<file path="config.mk">
export PLATFORM = sky130hd
export DESIGN_NAME = fetch_unit_flat
export DESIGN_NICKNAME = d
export VERILOG_FILES = /design/src/rtl/cpu_pkg.sv /design/src/rtl/fetch_unit_if.sv /design/src/rtl/fifo_sync.sv /design/src/rtl/fetch_unit.sv /design/src/flat_wrapper.sv
export SDC_FILE = /design/constraint.sdc
export NUM_CORES = 1
export LEC_CHECK = 0
export CORE_MARGIN = 5
export CORE_UTILIZATION = 61
export DETAILED_ROUTE_END_ITERATION = 8
export PLACE_DENSITY_LB_ADDON = 0.08
export RECOVER_POWER = 50
export SLEW_MARGIN = 10
export SYNTH_ARGS = -nofsm -noshare
export SYNTH_HDL_FRONTEND = slang
export SYNTH_SLANG_ARGS = --single-unit
</file>
<file path="constraint.sdc">
create_clock -name clk -period 11.2 [get_ports clk]
set_input_delay 2.24 -clock clk [delete_from_list [all_inputs] [get_ports clk]]
set_output_delay 2.24 -clock clk [all_outputs]
set_load 0.05 [all_outputs]
</file>
<file path="src/rtl/cpu_pkg.sv">
// Shared CPU front-end types: default datapath widths and the prefetch queue entry.
package cpu_pkg;

   localparam int IADDRWIDTH = 16;
   localparam int IWIDTH     = 16;

   typedef struct packed {
      logic [IADDRWIDTH-1:0] pc;
      logic [IWIDTH-1:0]     instr;
   } fetch_entry_t;

endpackage

</file>
<file path="src/rtl/fetch_unit_if.sv">
// Fetch unit bus bundle: instruction-memory port, instruction output stream and redirect.
interface fetch_unit_if #(
   parameter int IADDRWIDTH = cpu_pkg::IADDRWIDTH,
   parameter int IWIDTH     = cpu_pkg::IWIDTH
);
   logic [IADDRWIDTH-1:0] iaddr;
   logic                  ireq;
   logic [IWIDTH-1:0]     idata;
   logic                  out_valid;
   logic [IWIDTH-1:0]     out_instr;
   logic [IADDRWIDTH-1:0] out_pc;
   logic                  out_ready;
   logic                  redirect;
   logic [IADDRWIDTH-1:0] redirect_pc;

   modport master (
      output iaddr, ireq, out_valid, out_instr, out_pc,
      input  idata, out_ready, redirect, redirect_pc
   );

   modport slave (
      input  iaddr, ireq, out_valid, out_instr, out_pc,
      output idata, out_ready, redirect, redirect_pc
   );
endinterface

</file>
<file path="src/rtl/fifo_sync.sv">
// Synchronous in-order FIFO; head is read straight out of the storage registers.
module fifo_sync #(
   parameter int WIDTH = 8,
   parameter int DEPTH = 4
) (
   input  logic                       clk,
   input  logic                       rst,
   input  logic                       flush,
   input  logic                       push,
   input  logic [WIDTH-1:0]           din,
   input  logic                       pop,
   output logic [WIDTH-1:0]           dout,
   output logic                       valid,
   output logic                       full,
   output logic [$clog2(DEPTH+1)-1:0] count
);
   localparam int AW   = $clog2(DEPTH);
   localparam int CNTW = $clog2(DEPTH + 1);

   logic [DEPTH-1:0][WIDTH-1:0] mem;
   logic [AW-1:0]               wr_ptr, rd_ptr;
   logic                        do_pop;

   assign valid  = (count != '0);
   assign full   = (count == CNTW'(DEPTH));
   assign do_pop = pop && valid;
   assign dout   = mem[rd_ptr];

   // Push and pop at full is fine: the slot being written is the one leaving.
   always_ff @(posedge clk or posedge rst) begin
      if (rst) begin
         mem    <= '0;
         wr_ptr <= '0;
         rd_ptr <= '0;
         count  <= '0;
      end else if (flush) begin
         wr_ptr <= '0;
         rd_ptr <= '0;
         count  <= '0;
      end else begin
         if (push) begin
            mem[wr_ptr] <= din;
            wr_ptr      <= wr_ptr + AW'(1);
         end
         if (do_pop)
            rd_ptr <= rd_ptr + AW'(1);
         case ({push, do_pop})
            2'b10:   count <= count + CNTW'(1);
            2'b01:   count <= count - CNTW'(1);
            default: count <= count;
         endcase
      end
   end
endmodule

</file>
<file path="src/rtl/fetch_unit.sv">
// Instruction prefetcher: credit-limited sequential fetch, fixed-latency return pipe,
// in-order prefetch queue and same-cycle redirect flush.
module fetch_unit #(
   parameter int IADDRWIDTH  = cpu_pkg::IADDRWIDTH,
   parameter int IWIDTH      = cpu_pkg::IWIDTH,
   parameter int DEPTH       = 4,
   parameter int MEM_LATENCY = 1
) (
   input logic          clk,
   input logic          rst,
   fetch_unit_if.master bus
);
   localparam int CW = $clog2(DEPTH + MEM_LATENCY + 1);
   localparam int QW = $clog2(DEPTH + 1);
   localparam int EW = IADDRWIDTH + IWIDTH;

   typedef struct packed {
      logic [IADDRWIDTH-1:0] pc;
      logic [IWIDTH-1:0]     instr;
   } entry_t;

   logic [IADDRWIDTH-1:0]                  fpc;
   logic [MEM_LATENCY:1]                   vld_pipe;
   logic [MEM_LATENCY:1][IADDRWIDTH-1:0]   adr_pipe;
   logic [CW-1:0]                          inflight;
   logic [QW-1:0]                          occupancy;
   logic                                   credit, push, pop, q_valid, q_full;
   entry_t                                 q_din, q_dout;

   always_comb begin
      inflight = '0;
      for (int i = 1; i <= MEM_LATENCY; i++)
         inflight = inflight + CW'(vld_pipe[i]);
   end

   // Returning fetches still hold credit, so the queue can never overflow.
   assign credit    = (CW'(occupancy) + inflight) < CW'(DEPTH);
   assign bus.ireq  = !rst && (bus.redirect || credit);
   assign bus.iaddr = bus.redirect ? bus.redirect_pc : fpc;

   // A redirect drops the return landing this cycle along with everything queued.
   assign push        = vld_pipe[MEM_LATENCY] && !bus.redirect;
   assign pop         = bus.out_ready && q_valid;
   assign q_din.pc    = adr_pipe[MEM_LATENCY];
   assign q_din.instr = bus.idata;

   always_ff @(posedge clk or posedge rst) begin
      if (rst) begin
         fpc      <= '0;
         vld_pipe <= '0;
         adr_pipe <= '0;
      end else begin
         if (bus.ireq)
            fpc <= bus.iaddr + IADDRWIDTH'(1);
         vld_pipe[1] <= bus.ireq;
         adr_pipe[1] <= bus.iaddr;
         for (int i = 2; i <= MEM_LATENCY; i++) begin
            vld_pipe[i] <= vld_pipe[i-1] && !bus.redirect;
            adr_pipe[i] <= adr_pipe[i-1];
         end
      end
   end

   fifo_sync #(.WIDTH(EW), .DEPTH(DEPTH)) u_queue (
      .clk   (clk),
      .rst   (rst),
      .flush (bus.redirect),
      .push  (push),
      .din   (q_din),
      .pop   (pop),
      .dout  (q_dout),
      .valid (q_valid),
      .full  (q_full),
      .count (occupancy)
   );

   assign bus.out_valid = q_valid;
   assign bus.out_instr = q_dout.instr;
   assign bus.out_pc    = q_dout.pc;

   a_no_overflow: assert property (@(posedge clk) disable iff (rst)
      !(push && q_full && !pop));
endmodule
</file>
<file path="src/flat_wrapper.sv">
// flat-port wrapper written by rule: the top's interface ports become plain ports
module fetch_unit_flat 
#(
   parameter int IADDRWIDTH  = cpu_pkg::IADDRWIDTH,
   parameter int IWIDTH      = cpu_pkg::IWIDTH,
   parameter int DEPTH       = 4,
   parameter int MEM_LATENCY = 1
)
  (clk, rst, bus_iaddr, bus_ireq, bus_out_valid, bus_out_instr, bus_out_pc, bus_idata, bus_out_ready, bus_redirect, bus_redirect_pc);
  fetch_unit_if #(.IADDRWIDTH(IADDRWIDTH), .IWIDTH(IWIDTH)) bus_i ();
  input logic clk;
  input logic rst;
  output wire logic [$bits(bus_i.iaddr)-1:0] bus_iaddr;
  output wire logic [$bits(bus_i.ireq)-1:0] bus_ireq;
  output wire logic [$bits(bus_i.out_valid)-1:0] bus_out_valid;
  output wire logic [$bits(bus_i.out_instr)-1:0] bus_out_instr;
  output wire logic [$bits(bus_i.out_pc)-1:0] bus_out_pc;
  input wire logic [$bits(bus_i.idata)-1:0] bus_idata;
  input wire logic [$bits(bus_i.out_ready)-1:0] bus_out_ready;
  input wire logic [$bits(bus_i.redirect)-1:0] bus_redirect;
  input wire logic [$bits(bus_i.redirect_pc)-1:0] bus_redirect_pc;
  assign bus_iaddr = bus_i.iaddr;
  assign bus_ireq = bus_i.ireq;
  assign bus_out_valid = bus_i.out_valid;
  assign bus_out_instr = bus_i.out_instr;
  assign bus_out_pc = bus_i.out_pc;
  assign bus_i.idata = bus_idata;
  assign bus_i.out_ready = bus_out_ready;
  assign bus_i.redirect = bus_redirect;
  assign bus_i.redirect_pc = bus_redirect_pc;
  fetch_unit #(.IADDRWIDTH(IADDRWIDTH), .IWIDTH(IWIDTH), .DEPTH(DEPTH), .MEM_LATENCY(MEM_LATENCY)) u_core (.clk(clk), .rst(rst), .bus(bus_i));
endmodule
</file>
==> metrics.yaml <==
critical_path:
  cp_slowest_cell: "clkbuf_1"
  worstPathRequired_ps: 8960
  cp_max_fo: 38
  crit_path_start_kind: "input port"
  path_cells: "dlygate4sd3_1 -> clkbuf_1 -> and2b_1 -> mux2_4 -> or2_1 -> inv_1 -> clkdlybuf4s50_1"
  max_stage_delay_ps: 1290
  end_kind: "output pin"
  crit_family: "buffers and inverters"
  cp_data_arrival_time_ps: 6220
  path_buf_inv: 4
  criticalPathCategory: "in2out"
cells_and_area:
  finalNetCount: 622
  syn2layout_area_growth_pct: 20.3
  fin_area_mm2: 0.00912
  drive_above_1_share_pct: 35.8
  final_cells: 760
  diodes: 0
synth:
  yosys_warnings: 0
  synth_top_area_cell: "dfrtp_1"
  synth_async_sr_flop_share_pct: 100
  synthTopCellsByCount: "168 x dfrtp_1, 142 x mux2_2, 32 x mux4_2, 20 x buf_2, 15 x o21ai_0"
  synth_nets: 541
  synth_seq_area_share_pct: 55.4
  ys_types: 46
  yosysTopAreaCellShare_pct: 55.4
  avgSynthCellArea_um2: 15.2
  synth_area_leaders: "dfrtp_1 55%, mux2_2 21%, mux4_2 9.5%, buf_2 1.3%, o21ai_0 0.99%"
  synth-edff-count: 0
  synth.most_common_cell: "dfrtp_1"
  netlist_area_mm2: 0.00758
  ys.flop_type: "dfrtp_1"
  synth-seq-cells: 168
  syn_inst: 499
clocking:
  clockBufferDepth: 2
  post-cts-setup-buffers: 0
  cts_sinks: 168
  ctsHoldBuffers: 0
  path_clk_slew_ps: 60
  ctsResizeCount: 0
  cts_tree: "done"
  cts_htree_levels: 4
  clk_latency_ps: 420
  cts_root_buf: "clkbuf_16"
  cts_buffers: 17
detailed_routing:
  highest_layer: "met4"
  viasPerCell: 6.01
  wl_met3_um: 634
  wl_met1_um: 6660
  drcViolationCount: 0
  postRouteAntennaNets: 0
  vias: 4568
  routed-wl-met2_um: 8120
  drt_iter0_drc: 228
  wl_um: 15600
  wl_per_cell_um: 20.5
  dr.pass1.iters: 4
worst_hold_path:
  hp-class: "reg2reg"
pwr:
  leakagePower_nw: 3.96
  power_density_mw_per_mm2: 300
  total_power_mw: 2.74
  ir_drop_mv: 0.192
global_routing:
  overflow: 0
  grt_pass1_vias: 4959
  grt_max_degree: 97
  grt_pass1_wl_um: 26000
  grt_antenna_before_repair: 0
  track_usage_pct: 22.8
place:
  gp_congestion: 0.854
  io_buffers: 85
  placedCellCount: 729
  dp_hpwl_um: 10100
  detailed_place.area_mm2: 0.00855
floorplan:
  rows: 40
  chipHeight_um: 122
  die_w_um: 122
  ios: 86
  design.die.area_mm2: 0.0148
  initial_core_util_pct: 62.6
  core_area_mm2: 0.0121
run:
  drv_cap: 4
timing:
  tightestPinTransition_ps: 4310
  finalCritPeriodShare_pct: 75.5
  maxSlewHeadroom_pct: -189
  hold_viol: 0
  setup_tns_ps: 0
  finalCriticalPeriod_ps: 8460
  slew_violations: 202
  holdWs_ps: 500
  rsz0062_at_grt: "false"
  clock.fmax_mhz: 118
  finClkSkew_ps: 6.76
  finalSetupViolations: 0
status:
  violations: "max-capacitance violations, max-slew violations"
  status: "finished with violations"
-- flip-flops by register name (all words and copies together), names as in the netlist --
register / flops
u_core.vld_pipe: 1
u_core.u_queue.wr_ptr: 2
u_core.fpc: 16
u_core.u_queue.mem: 128
u_core.u_queue.count: 3
u_core.u_queue.rd_ptr: 2
u_core.adr_pipe: 16
-- per-layer routing --
metal	vias to the layer above	track usage, %
li1	2029	-
met2	113	38.6
met4	0	5.74
met1	2411	30.1
met3	15	5.08
met5	-	0
-- power breakdown --
group          internal, mW  switching (mW)
combinational         0.524           0.641
clock                 0.351           0.222
sequential            0.851           0.148
-- layout by cell type (no fill, tap or decap), types with 3 or more instances in the layout --
cell type        instances
inv_1                    8
mux2_1                  11
clkdlybuf4s50_1         83
o21ai_0                 15
clkbuf_1                 6
nor2_1                   8
nand2_1                  6
mux2_2                 131
ha_1                     5
o31ai_1                  6
clkinv_2                 3
clkbuf_8                 4
xor2_1                   4
nand3_1                  7
o31ai_2                  5
clkbuf_16               17
dfrtp_1                167
nand3b_1                 3
mux2i_1                  7
and4_2                   4
xnor2_1                  3
mux4_2                  32
a31oi_1                  6
buf_4                    6
and3_1                   3
a21oi_1                  5
-- cells by family after synthesis --
kind of cell	Yosys count	share of synthesized area (%)
mux	182	31.7
flops	168	55.4
simple gates	49	4.06
compound gates	46	4.29
buf+inv	41	2.61
xor+xnor	7	0.808
fa+ha+maj	6	1.09
-- per-stage QoR --
stage	setup WS, ps	utilization, %
after floorplan	4240	-
after global placement	3860	70.6
after detailed placement	3820	70.6
after CTS	3800	75.4
after global routing	2530	75.3
final	2740	75.3
-- area by class of cell --
class | count | area (µm²)
sequential | 168 | 4210
tap | 168 | 210
fill | 803 | 2990
multi-input combinational | 290 | 3180
timing repair buffer | 94 | 907
inverter | 9 | 35.0
clock buffer | 24 | 492
clock inverter | 7 | 91.3
-- worst paths after layout --
path | start | end | slack, ps | cells past startpoint
worst max-delay path | bus_redirect | bus_ireq | 2740 | 7
worst min-delay path | u_core.u_queue.mem[81] | u_core.u_queue.mem[81] | 500 | 1
min in group asynchronous | rst | u_core.adr_pipe[5] | 3820 | 2
max in group asynchronous | rst | u_core.u_queue.rd_ptr[0] | 5060 | 3
worst min register to register | u_core.u_queue.mem[81] | u_core.u_queue.mem[81] | 500 | 1
worst max register to register | u_core.vld_pipe | u_core.u_queue.mem[18] | 8230 | 4
Power figures use the tool's default switching activity.
